[config.mk]
export PLATFORM = sky130hd
export DESIGN_NAME = uart_frame_tx
export DESIGN_NICKNAME = d
export VERILOG_FILES = /design/src/rtl/uart_pkg.sv /design/src/rtl/uart_frame_tx.sv
export SDC_FILE = /design/constraint.sdc
export NUM_CORES = 2
export LEC_CHECK = 0
export CORE_MARGIN = 4
export CORE_UTILIZATION = 31
export CTS_CLUSTER_SIZE = 24
export DETAILED_ROUTE_END_ITERATION = 10
export GPL_TIMING_DRIVEN = 0
export PLACE_DENSITY_LB_ADDON = 0.1
export SETUP_SLACK_MARGIN = 0.3
export SYNTH_ARGS = -nofsm -noshare
export SYNTH_HDL_FRONTEND = slang
export SYNTH_SLANG_ARGS = --single-unit
[constraint.sdc]
create_clock -name clk_in -period 2.5 [get_ports clk_in]
set_input_delay 0.5 -clock clk_in [delete_from_list [all_inputs] [get_ports clk_in]]
set_output_delay 0.5 -clock clk_in [all_outputs]
set_load 0.02 [all_outputs]
[src/rtl/uart_pkg.sv]
// Shared types for the UART frame transmit path.
// Mode and frame-state encodings plus the default start marker.
package uart_pkg;

  typedef enum logic [1:0] {
    MODE_MIXED    = 2'b00,
    MODE_RAW      = 2'b01,
    MODE_ENC      = 2'b10,
    MODE_RESERVED = 2'b11
  } mode_e;

  typedef enum logic [2:0] {
    ST_IDLE,
    ST_SYNC,
    ST_MODE,
    ST_HDR,
    ST_PAYLOAD,
    ST_CKSUM
  } state_e;

  localparam logic [7:0] SYNC_DEFAULT = 8'hA5;

endpackage

[src/rtl/uart_frame_tx.sv]
// Frames a header and payload into a byte stream for uart_tx:
// sync, mode, header, payload and an XOR checksum.
module uart_frame_tx
  import uart_pkg::*;
#(
  parameter int         MESSAGE_SIZE = 512,
  parameter int         HEADER_SIZE  = 32,
  parameter logic [7:0] SYNC_BYTE    = SYNC_DEFAULT
) (
  input  logic                    clk_in,
  input  logic                    rst_in,
  input  logic                    valid_in,
  output logic                    ready_out,
  input  logic [MESSAGE_SIZE-1:0] encrypted_in,
  input  logic [MESSAGE_SIZE-1:0] decrypted_in,
  input  logic [HEADER_SIZE-1:0]  header_in,
  input  logic [1:0]              mode_in,
  output logic [7:0]              byte_out,
  output logic                    byte_valid_out,
  input  logic                    byte_ready_in,
  output logic                    error_out,
  output logic [15:0]             frames_sent_out
);

  localparam int PB = MESSAGE_SIZE / 8;
  localparam int HB = HEADER_SIZE / 8;
  localparam int CW = $clog2(2 * PB + 1);
  localparam int PW = 2 * MESSAGE_SIZE;
  localparam logic [CW-1:0] HDR_LAST = CW'(HB - 1);

  state_e state_q, state_d;

  logic                   armed_q;
  logic [1:0]             mode_q;
  logic [HEADER_SIZE-1:0] hdr_q;
  logic [PW-1:0]          pay_q;
  logic [CW-1:0]          cnt_q;
  logic [CW-1:0]          pay_last_q;
  logic [7:0]             cksum_q;
  logic [15:0]            frames_q;
  logic                   accept;
  logic                   hs;

  // armed_q keeps ready low until the first edge after reset release
  assign ready_out       = armed_q && (state_q == ST_IDLE);
  assign accept          = valid_in && ready_out;
  assign byte_valid_out  = (state_q != ST_IDLE);
  assign hs              = byte_valid_out && byte_ready_in;
  assign frames_sent_out = frames_q;

  always_comb begin
    state_d  = state_q;
    byte_out = 8'h00;
    case (state_q)
      ST_IDLE: begin
        if (accept && mode_in != MODE_RESERVED)
          state_d = ST_SYNC;
      end
      ST_SYNC: begin
        byte_out = SYNC_BYTE;
        if (byte_ready_in) state_d = ST_MODE;
      end
      ST_MODE: begin
        byte_out = {6'b0, mode_q};
        if (byte_ready_in) state_d = ST_HDR;
      end
      ST_HDR: begin
        byte_out = hdr_q[HEADER_SIZE-1 -: 8];
        if (byte_ready_in && cnt_q == HDR_LAST)
          state_d = ST_PAYLOAD;
      end
      ST_PAYLOAD: begin
        byte_out = pay_q[PW-1 -: 8];
        if (byte_ready_in && cnt_q == pay_last_q)
          state_d = ST_CKSUM;
      end
      ST_CKSUM: begin
        byte_out = cksum_q;
        if (byte_ready_in) state_d = ST_IDLE;
      end
      default: state_d = ST_IDLE;
    endcase
  end

  always_ff @(posedge clk_in or negedge rst_in) begin
    if (!rst_in) begin
      state_q    <= ST_IDLE;
      armed_q    <= 1'b0;
      error_out  <= 1'b0;
      mode_q     <= 2'b00;
      hdr_q      <= '0;
      pay_q      <= '0;
      cnt_q      <= '0;
      pay_last_q <= '0;
      cksum_q    <= 8'h00;
      frames_q   <= 16'h0000;
    end else begin
      state_q   <= state_d;
      armed_q   <= 1'b1;
      error_out <= accept && (mode_in == MODE_RESERVED);
      if (accept) begin
        mode_q  <= mode_in;
        hdr_q   <= header_in;
        cnt_q   <= '0;
        cksum_q <= 8'h00;
        // payload is left-aligned so bytes always leave from the top
        case (mode_in)
          MODE_MIXED: begin
            pay_q      <= {encrypted_in, decrypted_in};
            pay_last_q <= CW'(2 * PB - 1);
          end
          MODE_RAW: begin
            pay_q      <= {decrypted_in, {MESSAGE_SIZE{1'b0}}};
            pay_last_q <= CW'(PB - 1);
          end
          default: begin
            pay_q      <= {encrypted_in, {MESSAGE_SIZE{1'b0}}};
            pay_last_q <= CW'(PB - 1);
          end
        endcase
      end else if (hs) begin
        case (state_q)
          ST_MODE: cksum_q <= cksum_q ^ byte_out;
          ST_HDR: begin
            cksum_q <= cksum_q ^ byte_out;
            hdr_q   <= hdr_q << 8;
            cnt_q   <= (cnt_q == HDR_LAST) ? '0 : cnt_q + CW'(1);
          end
          ST_PAYLOAD: begin
            cksum_q <= cksum_q ^ byte_out;
            pay_q   <= pay_q << 8;
            cnt_q   <= (cnt_q == pay_last_q) ? '0 : cnt_q + CW'(1);
          end
          ST_CKSUM: frames_q <= frames_q + 16'd1;
          default: ;
        endcase
      end
    end
  end

endmodule
==> metrics.cfg <==
[status]
status=complete, but fails checks
violations=negative hold slack, negative setup slack

[grt]
use_met1=0.3590
met2_usage=0.4576
busiest_layer=met2
overflow=0
grt_pass1_vias=54320
track_usage=0.2770
antenna_found_initial=118
grt_pass1_wl_um=373200
met3_usage=0.04896
grt_max_degree=166

[setup_path]
r2r-start=state_q[1]
cp_data_arrival_time_ns=2.17
critPathRequiredTime_ns=2.00
cp-end-kind=output port
path_class=flip-flop to output port
startpoint=state_q[2]
critPathMaxFanout=5
crit_path_start_kind=flip-flop

[power]
powerDensity_nw_per_um2=899.4
leakage_nw=32.95
vdd_drop_max_uv=593.1
power_w=0.07374

[synthesis]
postSynthCellCount=6086
yosys_warnings=0
syn-num-nets=7150
synth-simple-area-share=0.2064
ys_types=51
synth_edf_count=0
synth_top_family_by_area=compound AO/OA/AOI/OAI gates
synth-seq-area-share=0.5086
synth_fa_ha_area_frac=0.0004636
avgSynthCellArea_um2=8.868
async_reset_ff_frac=1.000
synthMuxAreaShare=0.0007882
synth_compound_area_frac=0.2230
synthXorXnorAreaFrac=0.003408
ys.flop_type=dfrtp_1
synth.ff_latch_count=1097
syn_area_um2=53970

[sta]
hold_violations=225
timing.final.max_slew_violations=0
period_minus_slack_ns=2.669
hold_slack_ns=-0.2088
setup_tns_ns=-1.017
max_clock_freq_mhz=374.7
clock_skew_ns=0.02140
setup_viol=27
tightestPinTransition_ns=1.086
fin_ws_ns=-0.1690
slew-limit-headroom=0.2760
rsz0062_at_grt=yes
period_share=1.068

[floorplan]
die-area_um2=180800
die_x_um=425.3
dieHeight_um=425.3
core-area_um2=172300
std_cell_rows=152
initial_utilization=0.3132
ios=1089

[clocking]
cts.sinks=1097
clkTransAtPathRegs_ns=0.06
hold_buffers=3
cts_buffers=135
clock-root-buffer=clkbuf_16
htreeDepth=4
clock_latency_ns=0.75
cts_tree=yes
clockBufferDepth=3

[drt]
vias_per_cell=5.437
wire_per_inst_um=26.68
drtIter0Drc=4742
antenna_left=0
routed_wl_um=265400
vias=54090
first_pass_iters=6
drc=0

[layout]
final_common_cell=nand2_1
fill_cells=16360
layout_common_cells=nand2_1, dfrtp_1, clkdlybuf4s50_1
area.growth.synth_to_final_pct=51.91
drive_gt1_frac=0.2159
fin_util=0.4758
final_nets=8536
stdcell_area_um2=81990

[run]
maxCapViolCount=0

[placed_design]
gp_congestion=0.9095
portBuffers=1087
place_hpwl_um=199600
place_area_um2=68020
pre_cts_ws_ns=-1.463

[hold_path]
hp-class=input pin to async pin

critical path, cell delays in order (launching register included):
cell	delay, ns
dfrtp_1	0.40
buf_6	0.15
clkbuf_16	0.15
nor2b_4	0.12
a221o_1	0.33
and2_4	0.15
buf_6	0.13
cell type report:
cell class              instances  area (µm²)  area share
diodes                         71       177.7    0.002167
plain buffers                 590        4641     0.05660
clock buffers                 181        3782     0.04613
clock inverters                51       698.2    0.008515
inverters                      15       56.30   0.0006867
multi-input cells            4384       28080      0.3424
flip-flops and latches       1097       27450      0.3348
well taps                    2310        2890     0.03525
repair buffers               1249       14220      0.1734
synth_stat cells (2+ instances only):
cell type	count	area, µm²
a31oi_1	535	3347
a21oi_1	517	2587
xnor2_1	15	131.4
mux2_2	2	22.52
mux2i_1	2	20.02
and2_1	2	12.51
and3b_1	6	52.55
or3_1	5	31.28
o21bai_1	2	15.01
a22oi_1	7	52.55
inv_1	15	56.30
o21ai_0	13	65.06
nor4_1	2	12.51
buf_1	54	202.7
nand2b_1	6	37.54
and3_1	6	37.54
nand2_4	2	22.52
dfrtp_1	1097	27450
a32o_1	8	80.08
nor2b_1	9	56.30
ha_1	2	25.02
nand4_1	5	31.28
clkbuf_1	324	1216
nand3_1	521	2608
nand2_1	2112	7928
and4_1	2	17.52
o22ai_1	9	56.30
buf_6	84	945.9
nor2_1	56	210.2
nand4b_1	2	17.52
nor3_1	3	15.01
buf_4	10	75.07
buf_2	118	590.6
xor2_1	6	52.55
o221a_2	511	5754
final timing paths:
check | to | slack (ns) | cells past startpoint
setup / recovery | byte_out[0] | -0.17 | 6
hold / removal | pay_q[800] | -0.21 | 2
setup reg to reg | pay_q[406] | -0.03 | 12
hold reg to reg | frames_sent_out[15] | 0.49 | 1
max in group asynchronous | pay_q[98] | 0.49 | 4
min in group clk_in | state_q[0] | 0.15 | 3
stage by stage:
| stage | hold slack, ns | instances |
|---|---|---|
| finish | -0.2088 | 9948 |
| global route | -0.1260 | 9928 |
| CTS | -0.1444 | 9838 |
| detailed placement | 0.4117 | 9492 |
| global placement | 0.4709 | 9483 |
| floorplan | 0.2044 | 6086 |
cell families after synthesis:
group	Yosys count
and+or+nand+nor	2745
AOI/OAI and AO/OA	1611
DFF	1097
buffers and inverters	605
xor gates and xnor gates	21
muxes	4
adders and majority gates	2
other	1
sequential cells by signal (all words and copies together), names as in the netlist:
signal           count
frames_sent_out     16
pay_last_q           2
hdr_q               32
state_q              3
cksum_q              8
armed_q              1
mode_q               2
cnt_q                8
pay_q             1024
error_out            1
routing by layer:
| metal | wire length [µm] | up-vias |
|---|---|---|
| met5 | 96 | - |
| met1 | 111300 | 26810 |
| met3 | 15460 | 462 |
| met4 | 10190 | 14 |
| met2 | 128400 | 2079 |
| li1 | - | 24730 |
what timing repair did:
action                                   CTS  global route
hold endpoints to repair                  61           200
gates resized for setup                  643           781
gates cloned                              52            27
endpoints found under the setup margin  1103          1105
buffers inserted                          59            12
pin swaps                                120            96
where the power goes:
group / internal [W] / switching, W
Combinational: 0.0118 / 0.00729
Sequential: 0.0266 / 0.00794
Clock: 0.0118 / 0.00832
Total: 0.0502 / 0.0236
(Power assumes the default switching activity.)
